File: src/rtl/mul_arb_pkg.sv
// Shared widths and defaults for the shared-multiplier arbiter.
// Operand and product widths are fixed; NREQ_DEF seeds the requester count.
package mul_arb_pkg;
    localparam int OPW      = 8;
    localparam int PRW      = 16;
    localparam int NREQ_DEF = 4;
endpackage

File: src/rtl/mul8x8_u.sv
// Unsigned 8x8 multiplier core, full-width product.
// Latency: combinational.
// Backpressure: none.
module mul8x8_u
    import mul_arb_pkg::*;
(
    input  logic [OPW-1:0] a,
    input  logic [OPW-1:0] b,
    output logic [PRW-1:0] p
);

    assign p = PRW'(a) * PRW'(b);

endmodule

File: src/rtl/rr_pick.sv
// Round-robin picker: first valid requester at or after ptr, wrapping mod NREQ.
// Latency: combinational.
// Backpressure: none; the caller qualifies the grant.
module rr_pick
    import mul_arb_pkg::*;
#(
    parameter int NREQ = NREQ_DEF,
    parameter int IDW  = $clog2(NREQ)
) (
    input  logic [NREQ-1:0] valid,
    input  logic [IDW-1:0]  ptr,
    output logic [NREQ-1:0] gnt,
    output logic [IDW-1:0]  gnt_idx,
    output logic            any
);

    logic [IDW:0]   sum;
    logic [IDW-1:0] idx;

    always_comb begin
        gnt     = '0;
        gnt_idx = '0;
        any     = 1'b0;
        sum     = '0;
        idx     = '0;
        for (int k = 0; k < NREQ; k++) begin
            // ptr < NREQ, so a single subtraction wraps the rotated index
            sum = {1'b0, ptr} + (IDW+1)'(k);
            if (sum >= (IDW+1)'(NREQ))
                sum = sum - (IDW+1)'(NREQ);
            idx = sum[IDW-1:0];
            if (!any && valid[idx]) begin
                any      = 1'b1;
                gnt[idx] = 1'b1;
                gnt_idx  = idx;
            end
        end
    end

endmodule

File: src/rtl/mul_share_arb.sv
// Round-robin arbiter feeding one shared 8x8 multiplier through a 2-stage pipeline.
// Latency: accept at edge k, response valid after edge k+1 (transferred at edge k+2).
// Backpressure: rsp_ready low stalls stage 2, then stage 1, then all req_ready drop.
module mul_share_arb
    import mul_arb_pkg::*;
#(
    parameter int NREQ = NREQ_DEF,
    parameter int IDW  = $clog2(NREQ)
) (
    input  logic              clk,
    input  logic              rst,
    input  logic              en,
    input  logic [NREQ-1:0]   req_valid,
    output logic [NREQ-1:0]   req_ready,
    input  logic [OPW*NREQ-1:0] req_a,
    input  logic [OPW*NREQ-1:0] req_b,
    output logic              rsp_valid,
    input  logic              rsp_ready,
    output logic [PRW-1:0]    rsp_data,
    output logic [IDW-1:0]    rsp_id
);

    logic [IDW-1:0]  ptr;
    logic [NREQ-1:0] gnt;
    logic [IDW-1:0]  gnt_idx;
    logic            any;

    logic            v1, v2;
    logic [OPW-1:0]  a1, b1;
    logic [IDW-1:0]  id1, id2;
    logic [PRW-1:0]  p2, prod;

    logic            s1_adv, s2_adv, accept;
    logic [OPW-1:0]  a_sel, b_sel;

    rr_pick #(.NREQ(NREQ), .IDW(IDW)) u_pick (
        .valid   (req_valid),
        .ptr     (ptr),
        .gnt     (gnt),
        .gnt_idx (gnt_idx),
        .any     (any)
    );

    mul8x8_u u_mul (
        .a (a1),
        .b (b1),
        .p (prod)
    );

    assign s2_adv = !v2 || rsp_ready;
    assign s1_adv = !v1 || s2_adv;
    // ready is masked by rst so no handshake can complete during reset
    assign accept    = en && s1_adv && any && !rst;
    assign req_ready = accept ? gnt : '0;

    always_comb begin
        a_sel = '0;
        b_sel = '0;
        for (int i = 0; i < NREQ; i++) begin
            if (gnt[i]) begin
                a_sel = req_a[i*OPW +: OPW];
                b_sel = req_b[i*OPW +: OPW];
            end
        end
    end

    always_ff @(posedge clk) begin
        if (rst) begin
            ptr <= '0;
            v1  <= 1'b0;
            a1  <= '0;
            b1  <= '0;
            id1 <= '0;
            v2  <= 1'b0;
            p2  <= '0;
            id2 <= '0;
        end else begin
            if (accept)
                ptr <= (gnt_idx == IDW'(NREQ-1)) ? '0 : gnt_idx + 1'b1;
            if (s1_adv) begin
                v1 <= accept;
                if (accept) begin
                    a1  <= a_sel;
                    b1  <= b_sel;
                    id1 <= gnt_idx;
                end
            end
            if (s2_adv) begin
                v2 <= v1;
                if (v1) begin
                    p2  <= prod;
                    id2 <= id1;
                end
            end
        end
    end

    assign rsp_valid = v2;
    assign rsp_data  = p2;
    assign rsp_id    = id2;

endmodule

File: config.mk
export PLATFORM = sky130hd
export DESIGN_NAME = mul_share_arb
export DESIGN_NICKNAME = d
export VERILOG_FILES = /design/src/rtl/mul_arb_pkg.sv /design/src/rtl/mul8x8_u.sv /design/src/rtl/rr_pick.sv /design/src/rtl/mul_share_arb.sv
export SDC_FILE = /design/constraint.sdc
export NUM_CORES = 1
export LEC_CHECK = 0
export BUFFER_PORTS_ARGS = -buffer_cell sky130_fd_sc_hd__buf_2
export CAP_MARGIN = 40
export CELL_PAD_IN_SITES_DETAIL_PLACEMENT = 0
export CELL_PAD_IN_SITES_GLOBAL_PLACEMENT = 1
export CORE_MARGIN = 8
export CORE_UTILIZATION = 38
export CTS_CLUSTER_SIZE = 20
export DETAILED_ROUTE_END_ITERATION = 7
export PLACE_DENSITY_LB_ADDON = 0.1
export REMOVE_ABC_BUFFERS = 1
export SYNTH_ARGS = -nofsm -noshare
export SYNTH_HDL_FRONTEND = slang
export SYNTH_SLANG_ARGS = --single-unit
File: constraint.sdc
create_clock -name clk -period 4.2 [get_ports clk]
set_input_delay 0.42 -clock clk [delete_from_list [all_inputs] [get_ports clk]]
set_output_delay 0.42 -clock clk [all_outputs]
set_load 0.05 [all_outputs]
Word-level counts from Yosys, hierarchy flattened
Cells that the tools add are included.
Word-level totals
  register bits: 40
  bits of input ports: 72
  output and inout port bits: 23
  logic and storage cells: 95
Cells by class
  $add $sub $neg: 8
  multipliers: 1
  $lt $le $gt $ge: 12
  equal/unequal tests: 1
  multiplexer cells: 42
  bitwise operators: 3
  reductions and logical operators: 20
Operator list (count)
  $mux W8: 8
  $mux W4: 5
  $mux W2: 9
  $mul A8 B8 Y16: 1
  $lt A2 B3 Y1 const B: 4
  $mux W1: 12
  $or A4 B4 Y4: 3
  $logic_and A1 B1 Y1: 10
  $ge A3 B3 Y1 const B: 3
  $bmux W1 S2: 4
  $demux W1 S2: 4
  $ge A2 B1 Y1 const B: 4
  $sub A2 B1 Y2 const B: 4
  $add A2 B2 Y3 const B: 2
  $logic_not A1 Y1: 6
  $reduce_and A2 Y1: 2
  $add A2 B1 Y3 const B: 1
  $ge A2 B3 Y1 const B: 1
  $add A2 B1 Y2 const B: 1
  $eq A2 B2 Y1 const B: 1
  $logic_or A1 B1 Y1: 2

Longest topological paths before layout
  depth after elaboration: 18
  depth in mapped cells: 16
  gate-level depth less buffers: 16

Hierarchy
A second synthesis with hierarchy kept.
Unflattened totals
  cells, all modules: 552
  area, all modules: 4747.1 um^2
By module, submodules not included
  mul_share_arb: times used 1, cells each 264, area an instance 2203.4 um^2, sequential area each 800.8 um^2
  mul8x8_u: times used 1, cells each 243, area an instance 2122.0 um^2, sequential area each 0.0 um^2
  rr_pick: times used 1, cells each 45, area an instance 421.7 um^2, sequential area each 0.0 um^2

Worst setup path before layout
OpenSTA, ideal clock, no wires.
  path kind: flip-flop to flip-flop
  start: register a1[1]
  end: register p2[15] (netlist: rsp_data[15])
  library setup time: 0.091 ns
  data arrival time: 4.121 ns
  required time: 4.109 ns
  setup slack: -0.012 ns
  cell stages (with the launch flop): 15
  path buffers: 0
  clock period less this slack: 4.212 ns
  path through: dfxtp_1 > and2_1 > fa_1 > fa_1 > fa_1 > inv_1 > fa_1 > inv_1 > ha_1 > or3_1 > o21ai_0 > a211oi_1 > nor3_1 > or3_1 > a311oi_1
On the way
  longest elaborated chain between the ends: 1
RTL lines
  start, declared: RTL line mul_share_arb.sv:29  | logic [OPW-1:0] a1, b1;
  start signal, assigned: RTL line mul_share_arb.sv:83  | a1 <= a_sel;
  $mul A8 B8 Y16: RTL line mul8x8_u.sv:12  | assign p = PRW'(a) * PRW'(b);
  end signal, assigned: RTL line mul_share_arb.sv:91  | p2 <= prod;
  end, declared: RTL line mul_share_arb.sv:31  | logic [PRW-1:0] p2, prod;
Every way passes these cells.
A chain may end at the register's enable or synchronous reset.

Worst setup path after layout
  start: register b1[2]
  end: register p2[13] (netlist: rsp_data[13])
On the way
  longest elaborated chain between the ends: 1
RTL lines
  start, declared: RTL line mul_share_arb.sv:29
  start signal, assigned: RTL line mul_share_arb.sv:84  | b1 <= b_sel;
  $mul A8 B8 Y16: RTL line mul8x8_u.sv:12
Every way passes these cells.

==> impl_metrics.tcl <==
set metrics [dict create \
    place.gp.congestion 0.7916 \
    synth-simple-area-share_pct 22.16 \
    yosys-top-cells-area "dfxtp_1, fa_1, ha_1" \
    drc_errors 0 \
    synth-main-ff-cell "dfxtp_1" \
    cp_data_required_time_ps 4360 \
    drv_cap 0 \
    min_period_ps 4109 \
    synth-compound-area-share_pct 22.61 \
    fin_crit_sh_pct 97.84 \
    insertion_delay_ps 290 \
    vias_per_cell 5.139 \
    area_growth_pct 27.62 \
    cts_tree "built" \
    p_leak_nw 2.793 \
    timing_worst_setup_path_type "reg -> reg" \
    fin_ws_ps 90.57 \
    grt_pass1_vias 4667 \
    pre_cts_ws_ps -194.3 \
    skew_ps 4.597 \
    dieArea_um2 16240 \
    cts.hold.buffers_added 0 \
    dr.pass1.iters 5 \
    setup_violations 0 \
    relSlewSlack_pct 48.06 \
    placed_cells 853 \
    nets 845 \
    die_h_um 127.4 \
    cts.path.max_buffers 2 \
    die_w_um 127.4 \
    fillers 1188 \
    endpoint_kind "flip-flop" \
    rsz0062_at_grt "true" \
    finalHoldViolCount 0 \
    detail-route-antenna-nets 0 \
    postSynthAreaPerCell_um2 8.294 \
    grtUsageTotal_pct 15.97 \
    layout-drive-gt1-share_pct 31.47 \
    layout_common_cells "buf_2, and2_1, inv_1, buf_4, nand2_1" \
    grt_pass1_wl_um 21670 \
    root_buffer "clkbuf_16" \
    final_common_cell "buf_2" \
    status "finished, final reports clean" \
    final_cells 864 \
    row_count 40 \
    wl_um 12980 \
    muxShareOfSynthArea_pct 2.810 \
    fin_hold_ws_ps 402.0 \
    crit_fanout 5 \
    worstMarginPinSlew_ps 778.8 \
    core_area_um2 12060 \
    port_buffers 94 \
    n_antenna_cell 0 \
    powerDensity_nw_per_um2 326.4 \
    initial_core_util_pct 39.13 \
    synth_fa_ha_area_share_pct 26.41 \
    post-synth-top-area-cell "dfxtp_1" \
    ys_types 55 \
    register_area_um2 822.0 \
    synthArstFlopShare_pct 0 \
    syn_inst 569 \
    vias 4440 \
    startpoint_type "flip-flop" \
    cts-buffers-inserted 5 \
    cts.clk_slew.worst_paths_ps 60 \
    yosysWarnings 0 \
    ys_ff_latch 40 \
    wire_per_inst_um 15.03 \
    ir_worst_vdd_v 0.0001587 \
    antenna_found_initial 0 \
    dp_hpwl_um 10420 \
    slew_violations 0 \
    postLayoutCoreUtil_pct 49.94 \
    synth_top_area_share_pct 16.97 \
    synth_top_family_by_area "adder cells" \
    arrival_ps 4270 \
    synth_edf_count 0 \
    htreeDepth 2 \
    grt_start_max_net_pins 44 \
    netlist_area_um2 4720 \
    multi_input_area_um2 3711 \
    drtIter0Drc 204 \
    max_freq_mhz 243.3 \
    synth_xor_area_share_pct 0.9279 \
    numClockSinks 40 \
    seq_area_frac_synth_pct 16.97 \
    min_path_type "in -> reg" \
    power_w 0.001966 \
    overflow 0 \
    ioPinCount 95 \
]
==> synthesized netlist by cell type, types with 16 or more instances <==
cell type  count
and2_1        69
o22ai_1       17
a31oi_1       18
nand2_1       51
o21ai_0       24
dfxtp_1       40
a21oi_1       27
o31ai_1       19
fa_1          36
ha_1          42
clkbuf_1      16
nor2_1        16
inv_1         67
nand3_1       20
==> worst paths after layout <==
kind,startpoint,endpoint,slack [ps],cells after the start
max,b1[2]$_SDFFE_PP0P_,rsp_data[13]$_SDFFE_PP0P_,90,15
min,req_a[22],a1[6]$_SDFFE_PP0P_,400,3
max reg2reg,b1[2]$_SDFFE_PP0P_,rsp_data[13]$_SDFFE_PP0P_,90,15
min reg2reg,rsp_data[10]$_SDFFE_PP0P_,rsp_data[10]$_SDFFE_PP0P_,450,2
==> power by group <==
part	internal, W	switching (W)
Sequential	0.000436	0.0000550
Combinational	0.000457	0.000568
Clock	0.000280	0.000171
==> state kept, by name (all words and copies together), names as in the netlist <==
register,flops
v1,1
rsp_id,2
a1,8
rsp_valid,1
ptr,2
id1,2
rsp_data,16
b1,8
==> layer usage <==
metal  vias up  track usage [%]  share of wire (%)
met2       119            27.31                 47
met1      2060            19.61                 46
met3        16            3.494                5.1
met4         0            4.829                1.7
li1       2245                -                  -
met5         -                0                  0
==> worst max-delay path: stages (launching register included) <==
cell	delay (ps)
dfxtp_4	360
and2_4	160
fa_1	500
fa_1	520
fa_1	540
inv_1	50
fa_1	530
inv_1	70
ha_4	170
or3_4	380
o21ai_2	80
a211oi_2	80
buf_4	160
nor3_4	150
xor2_1	160
o31ai_1	80
==> final cells by class <==
| type | count | share of cell area (%) |
|---|---|---|
| Sequential cell | 40 | 13.65 |
| Timing Repair Buffer | 146 | 14.29 |
| Clock inverter | 3 | 0.7063 |
| Clock buffer | 5 | 2.077 |
| Multi-Input combinational cell | 435 | 61.61 |
| Inverter | 67 | 4.175 |
| Tap cell | 168 | 3.490 |
==> repair_timing <==
item / in CTS / in global routing
endpoints found under the setup margin: 3 / 8
buffers inserted: 1 / 2
pin swaps: 12 / 16
resized for setup: 17 / 36
==> per-stage QoR <==
stage | setup TNS [ps] | area, um^2
after floorplan | -11.75 | 4588
after global placement | -145.1 | 5637
after detailed placement | -257.4 | 5637
after CTS | 0 | 5872
after global routing | -90.36 | 6023
final | 0 | 6023
==> cells by family after synthesis <==
logic type | Yosys count
buffers and inverters | 94
DFF | 40
and+or+nand+nor | 197
xor gates and xnor gates | 5
adders and majority gates | 78
muxes | 8
AOI/OAI and AO/OA | 147
Power figures use the tool's default switching activity.
